[config.mk]
export PLATFORM = sky130hd
export DESIGN_NAME = ren_dispatch
export DESIGN_NICKNAME = d
export VERILOG_FILES = /design/src/rtl/ren_dispatch_pkg.sv /design/src/rtl/ren_dispatch_fifo.sv /design/src/rtl/ren_dispatch.sv
export SDC_FILE = /design/constraint.sdc
export NUM_CORES = 1
export LEC_CHECK = 0
export ABC_AREA = 1
export BUFFER_PORTS_ARGS = -buffer_cell sky130_fd_sc_hd__buf_2
export CAP_MARGIN = 10
export CORE_MARGIN = 5
export CORE_UTILIZATION = 55
export DETAILED_ROUTE_END_ITERATION = 7
export GPL_ROUTABILITY_DRIVEN = 0
export GPL_TIMING_DRIVEN = 0
export PLACE_DENSITY = 0.77
export SYNTH_ARGS = -nofsm -noshare
export SYNTH_HDL_FRONTEND = slang
export SYNTH_SLANG_ARGS = --single-unit
[constraint.sdc]
create_clock -name CLK -period 12.4 [get_ports CLK]
set_input_delay 1.86 -clock CLK [delete_from_list [all_inputs] [get_ports CLK]]
set_output_delay 1.86 -clock CLK [all_outputs]
set_load 0.005 [all_outputs]
[src/rtl/ren_dispatch_pkg.sv]
// ren_dispatch_pkg: REN->ISS word layout and dispatch target encoding shared by the dispatch stage.
package ren_dispatch_pkg;
   localparam int RENISS_WIDTH  = 151;
   localparam int MEMREAD_BIT   = 39;
   localparam int MEMWRITE_BIT  = 40;
   localparam int NEED_DEST_BIT = 149;
   localparam int IMM_SRC_BIT   = 150;
   localparam int SRC1_MSB      = 98;
   localparam int SRC1_LSB      = 93;
   localparam int SRC2_MSB      = 104;
   localparam int SRC2_LSB      = 99;
   localparam int DEST_MSB      = 92;
   localparam int DEST_LSB      = 87;
   localparam int ROB_MSB       = 110;
   localparam int ROB_LSB       = 105;

   typedef enum logic {
      TGT_IQ  = 1'b0,
      TGT_LSQ = 1'b1
   } tgt_e;

   // Any memory access, including read-modify-write, belongs to the LSQ.
   function automatic tgt_e tgt_sel(input logic mem_rd, input logic mem_wr);
      return (mem_rd | mem_wr) ? TGT_LSQ : TGT_IQ;
   endfunction
endpackage

[src/rtl/ren_dispatch_fifo.sv]
// ren_dispatch_fifo: in-order circular buffer with flush and a combinational head read.
module ren_dispatch_fifo
   import ren_dispatch_pkg::*;
#(
   parameter int W  = ren_dispatch_pkg::RENISS_WIDTH,
   parameter int AW = 2
) (
   input  logic          clk,
   input  logic          rst_n,
   input  logic          flush,
   input  logic          wr_en,
   input  logic [W-1:0]  wr_data,
   input  logic          rd_en,
   output logic [W-1:0]  head_data,
   output logic [AW:0]   occupancy,
   output logic          full,
   output logic          empty
);
   localparam int DEPTH = 1 << AW;

   logic [W-1:0]  mem_q [DEPTH];
   logic [W-1:0]  mem_d [DEPTH];
   logic [AW-1:0] head_q, head_d, tail_q, tail_d;
   logic [AW:0]   occ_q, occ_d;

   // Callers never write when full nor read when empty, so occupancy cannot over/underflow.
   always_comb begin
      mem_d  = mem_q;
      head_d = head_q;
      tail_d = tail_q;
      occ_d  = occ_q;
      if (flush) begin
         head_d = '0;
         tail_d = '0;
         occ_d  = '0;
      end else begin
         if (wr_en) begin
            mem_d[tail_q] = wr_data;
            tail_d        = tail_q + 1'b1;
         end
         if (rd_en) head_d = head_q + 1'b1;
         occ_d = occ_q + {{AW{1'b0}}, wr_en} - {{AW{1'b0}}, rd_en};
      end
   end

   always_ff @(posedge clk) begin
      if (!rst_n) begin
         head_q <= '0;
         tail_q <= '0;
         occ_q  <= '0;
      end else begin
         head_q <= head_d;
         tail_q <= tail_d;
         occ_q  <= occ_d;
      end
   end

   always_ff @(posedge clk) mem_q <= mem_d;

   assign head_data = mem_q[head_q];
   assign occupancy = occ_q;
   assign full      = (occ_q == (AW+1)'(DEPTH));
   assign empty     = (occ_q == '0);
endmodule

[src/rtl/ren_dispatch.sv]
// ren_dispatch: buffers renamed instructions and pushes them in order to the IQ or LSQ.
module ren_dispatch
   import ren_dispatch_pkg::*;
#(
   parameter int RENISS_WIDTH = ren_dispatch_pkg::RENISS_WIDTH,
   parameter int ADDR_WIDTH   = 2,
   parameter int MEMREAD_BIT  = ren_dispatch_pkg::MEMREAD_BIT,
   parameter int MEMWRITE_BIT = ren_dispatch_pkg::MEMWRITE_BIT,
   parameter int CNT_WIDTH    = 16
) (
   input  logic                    CLK,
   input  logic                    RESET,
   input  logic                    FREEZE,
   input  logic                    FLUSH_IN,
   input  logic                    ren_valid_IN,
   input  logic [RENISS_WIDTH-1:0] ren_data_IN,
   output logic                    ren_stall_OUT,
   output logic                    IQ_pushReq_OUT,
   output logic [RENISS_WIDTH-1:0] IQ_pushData_OUT,
   input  logic                    IQ_full_IN,
   output logic                    LSQ_pushReq_OUT,
   output logic [RENISS_WIDTH-1:0] LSQ_pushData_OUT,
   input  logic                    LSQ_full_IN,
   output logic [ADDR_WIDTH:0]     occupancy_OUT,
   output logic [CNT_WIDTH-1:0]    iq_disp_cnt_OUT,
   output logic [CNT_WIDTH-1:0]    lsq_disp_cnt_OUT
);
   logic                    enq, deq, full, empty, go, iq_req, lsq_req;
   logic [RENISS_WIDTH-1:0] head;
   tgt_e                    tgt;
   logic [CNT_WIDTH-1:0]    iq_cnt_q, iq_cnt_d, lsq_cnt_q, lsq_cnt_d;

   ren_dispatch_fifo #(.W(RENISS_WIDTH), .AW(ADDR_WIDTH)) u_fifo (
      .clk       (CLK),
      .rst_n     (RESET),
      .flush     (FLUSH_IN),
      .wr_en     (enq),
      .wr_data   (ren_data_IN),
      .rd_en     (deq),
      .head_data (head),
      .occupancy (occupancy_OUT),
      .full      (full),
      .empty     (empty)
   );

   // Head-of-line blocking: only the head is ever considered, whatever the other queue's state.
   always_comb begin
      tgt       = tgt_sel(head[MEMREAD_BIT], head[MEMWRITE_BIT]);
      go        = !empty && !FREEZE && !FLUSH_IN;
      lsq_req   = go && (tgt == TGT_LSQ) && !LSQ_full_IN;
      iq_req    = go && (tgt == TGT_IQ) && !IQ_full_IN;
      deq       = iq_req || lsq_req;
      enq       = ren_valid_IN && !full && !FREEZE && !FLUSH_IN;
      iq_cnt_d  = iq_cnt_q + {{(CNT_WIDTH-1){1'b0}}, iq_req};
      lsq_cnt_d = lsq_cnt_q + {{(CNT_WIDTH-1){1'b0}}, lsq_req};
   end

   always_ff @(posedge CLK) begin
      if (!RESET) begin
         iq_cnt_q  <= '0;
         lsq_cnt_q <= '0;
      end else begin
         iq_cnt_q  <= iq_cnt_d;
         lsq_cnt_q <= lsq_cnt_d;
      end
   end

   assign ren_stall_OUT    = full;
   assign IQ_pushReq_OUT   = iq_req;
   assign LSQ_pushReq_OUT  = lsq_req;
   assign IQ_pushData_OUT  = iq_req ? head : '0;
   assign LSQ_pushData_OUT = lsq_req ? head : '0;
   assign iq_disp_cnt_OUT  = iq_cnt_q;
   assign lsq_disp_cnt_OUT = lsq_cnt_q;
endmodule

==> summary.json <==
{
  "status": "completed",
  "clock_latency_ns": 0.62,
  "postCtsHoldBufs": 0,
  "cpLargestDelayFamily": "simple AND/OR/NAND/NOR gates",
  "cell_row_count": 79,
  "post_drt_wl_per_cell_um": 22.26,
  "drtPass1Iterations": 5,
  "yosysTopAreaCellShare_pct": 70.17,
  "fin_cells": 3324,
  "syn_area_um2": 25850,
  "final_min_period_over_clock_period_pct": 45.65,
  "synthMostInstantiatedCell": "edfxtp_1",
  "cts.sinks": 643,
  "clock_tree.htree_level_count": 2,
  "synthToLayoutAreaGrowth_pct": 22.36,
  "worst_pin_slew_ns": 0.8288,
  "drcViolationCount": 0,
  "dieHeight_um": 226.8,
  "yosys-top-cells-area": "edfxtp_1, nand2_1, a32o_1, nor2_1, a21oi_1",
  "yosysWarnings": 0,
  "placed_cells": 3195,
  "ioPinCount": 498,
  "maxCapViolCount": 0,
  "critPathArrivalTime_ns": 3.80,
  "ys_types": 29,
  "synth.ff_latch_count": 643,
  "detailedRoute.firstIterationViolations": 1882,
  "hpwl_detailed_um": 50370,
  "cts_tree": "built",
  "fillers": 3259,
  "cts_resized": 0,
  "number_of_synthesized_flops_with_an_enable_pin": 604,
  "cts_buffer_depth": 3,
  "vdd_drop_max_uv": 124.9,
  "finalCriticalPeriod_ns": 5.660,
  "timing.final.setup_violations": 0,
  "clockRootBuffer": "clkbuf_16",
  "timing.clock.skew_ns": 0.01827,
  "synth_top_area_cell": "edfxtp_1",
  "die_width_um": 226.8,
  "synthTopCellsByCount": "edfxtp_1, nand2_1, nor2_1, a21oi_1, a32o_1",
  "total_leakage_power_nw": 12.85,
  "grt_pass1_wl_um": 108700,
  "hold_path.class": "flip-flop to flip-flop",
  "cts_post_setup_buffers_inserted": 0,
  "layout_setup_ws_ns": 6.740,
  "final_hold_viol_count": 0,
  "report.power.total_mw": 4.307,
  "tritoncts.num_buffers": 61,
  "grt_start_max_net_pins": 29,
  "worst-endpoint-required_ns": 10.54,
  "preCtsSetupSlack_ns": 6.784,
  "crit_slowest_cell": "buf_2",
  "critPathBufInv": 4,
  "grt.total_usage_pct": 27.66,
  "grt_pass1_vias": 18820,
  "crit_chain": "buf_2 > nor2_1 > nand2_1 > nor2_1 > nand2_1 > buf_4 > buf_2 > nor2_1 > buf_2",
  "sequential_cell_area_um2": 18920,
  "power-per-cell-area_nw_per_um2": 136.2,
  "clk_pin_slew_ns": 0.06,
  "drive_above_1_share_pct": 27.25,
  "routed_wl_um": 74000,
  "critPathMaxFanout": 10,
  "cp_slowest_stage_delay_ns": 0.31,
  "routed-via-count": 19310,
  "die_area_um2": 51430,
  "antenna_found_initial": 21,
  "starting_density_pct": 55.52,
  "synth_area_per_inst_um2": 12.50,
  "max-slew-margin-rel_pct": 44.61,
  "timing.final.max_slew_violations": 0,
  "synth-seq-area-share_pct": 73.20,
  "synthesized_instance_count": 2067,
  "vias_per_cell": 5.809,
  "coreArea_um2": 46560,
  "numPortBuffers": 495,
  "rsz0062_at_grt": "no",
  "worst_setup_path_end_kind": "primary output",
  "grt_remaining_overflow": 0,
  "critical_path_class": "input port to primary output",
  "finalHoldWorstSlack_ns": 0.4833,
  "multi_input_comb_area_um2": 6057,
  "layout.nets": 2820,
  "share_of_flip_flops_with_an_asynchronous_set_or_reset_after_synthesis_pct": 0,
  "type_of_origin_of_the_critical_path": "input port",
  "achievable-frequency_ghz": 0.1767,
  "synth_ff_type": "edfxtp_1",
  "antenna_violating_nets_post_route": 0
}
[state kept, by name (all words and copies together) (netlist names)]
register          flops
iq_disp_cnt_OUT      16
u_fifo.mem_q        604
u_fifo.head_q         2
lsq_disp_cnt_OUT     16
u_fifo.tail_q         2
u_fifo.occupancy      3
[through the flow]
| stage | TNS [ns] | cell area (um2) | utilization (%) |
|---|---|---|---|
| 6_report | 0 | 31630 | 67.93 |
| 5_1_grt | 0 | 31600 | 67.88 |
| 4_1_cts | 0 | 31590 | 67.84 |
| 3_5_place_dp | 0 | 29650 | 63.68 |
| 3_3_place_gp | -1306.68 | 29090 | 62.48 |
| 2_1_floorplan | 0 | 25850 | - |
[tightest hold or removal path: cells and delay by family (launching register included)]
kind | cells | cell delay [ns]
simple gates | 1 | 0.06
flops | 1 | 0.32
compound gates | 1 | 0.05
[metal layers]
metal  routed length, um  track usage [%]  share of wire, %
met5                 140                0              0.19
met4                2564            10.71               3.5
met3                6641            5.671               9.0
met2               36750            45.57                50
met1               27910            36.66                38
[logic make-up (layout without fill, tap and decap cells)]
family                   after synthesis  count (layout)  synth area share [%]
other                                  1              18               0.01451
XOR/XNOR                               5               5                0.1695
adder cells (fa/ha/maj)               11              11                0.5616
flip-flops                           643             643                 73.20
buffers and inverters                183             816                 3.500
AND/OR/NAND/NOR                      890             890                 13.18
AO/OA/AOI/OAI                        334             334                 9.382
[worst paths after layout]
path	startpoint	end	slack [ns]	depth (start not counted)
setup / recovery	FREEZE	LSQ_pushData_OUT[55]	6.74	9
hold / removal	iq_disp_cnt_OUT[15]$_SDFF_PN0_	iq_disp_cnt_OUT[15]$_SDFF_PN0_	0.48	2
setup reg to reg	u_fifo.occupancy[1]$_SDFF_PP0_	u_fifo.mem_q[195]$_DFFE_PP_	9.17	9
hold reg to reg	iq_disp_cnt_OUT[15]$_SDFF_PN0_	iq_disp_cnt_OUT[15]$_SDFF_PN0_	0.48	2
[cells in the final DEF (no fill, tap or decap), drive strengths merged, types with 11 or more instances in the layout]
cell,netlist,final
nor2,342,342
edfxtp,604,604
nand3,22,22
a21oi,171,171
dfxtp,39,39
o21ai,11,11
inv,44,45
clkbuf,12,90
clkinv,1,30
nand2,507,507
buf,126,646
nor3,11,11
a32o,149,149
diode,0,16
[layout make-up]
type / count / share of cell area, %
Tap cell: 607 / 2.401
Antenna cell: 16 / 0.1266
Multi-Input combinational cell: 1242 / 19.15
Clock inverter: 35 / 0.9297
Sequential cell: 643 / 59.82
Timing Repair Buffer: 520 / 9.511
Clock buffer: 78 / 5.199
Buffer: 138 / 2.318
Inverter: 45 / 0.5420
[power by group]
group	leakage [nW]	switching [mW]	internal [mW]	total, mW
registers	5.77	0.00464	2.39	2.40
clock network	0.955	0.779	1.02	1.80
logic	6.13	0.0696	0.0432	0.113
total	12.9	0.853	3.45	4.31
Power figures use the tool's default switching activity.
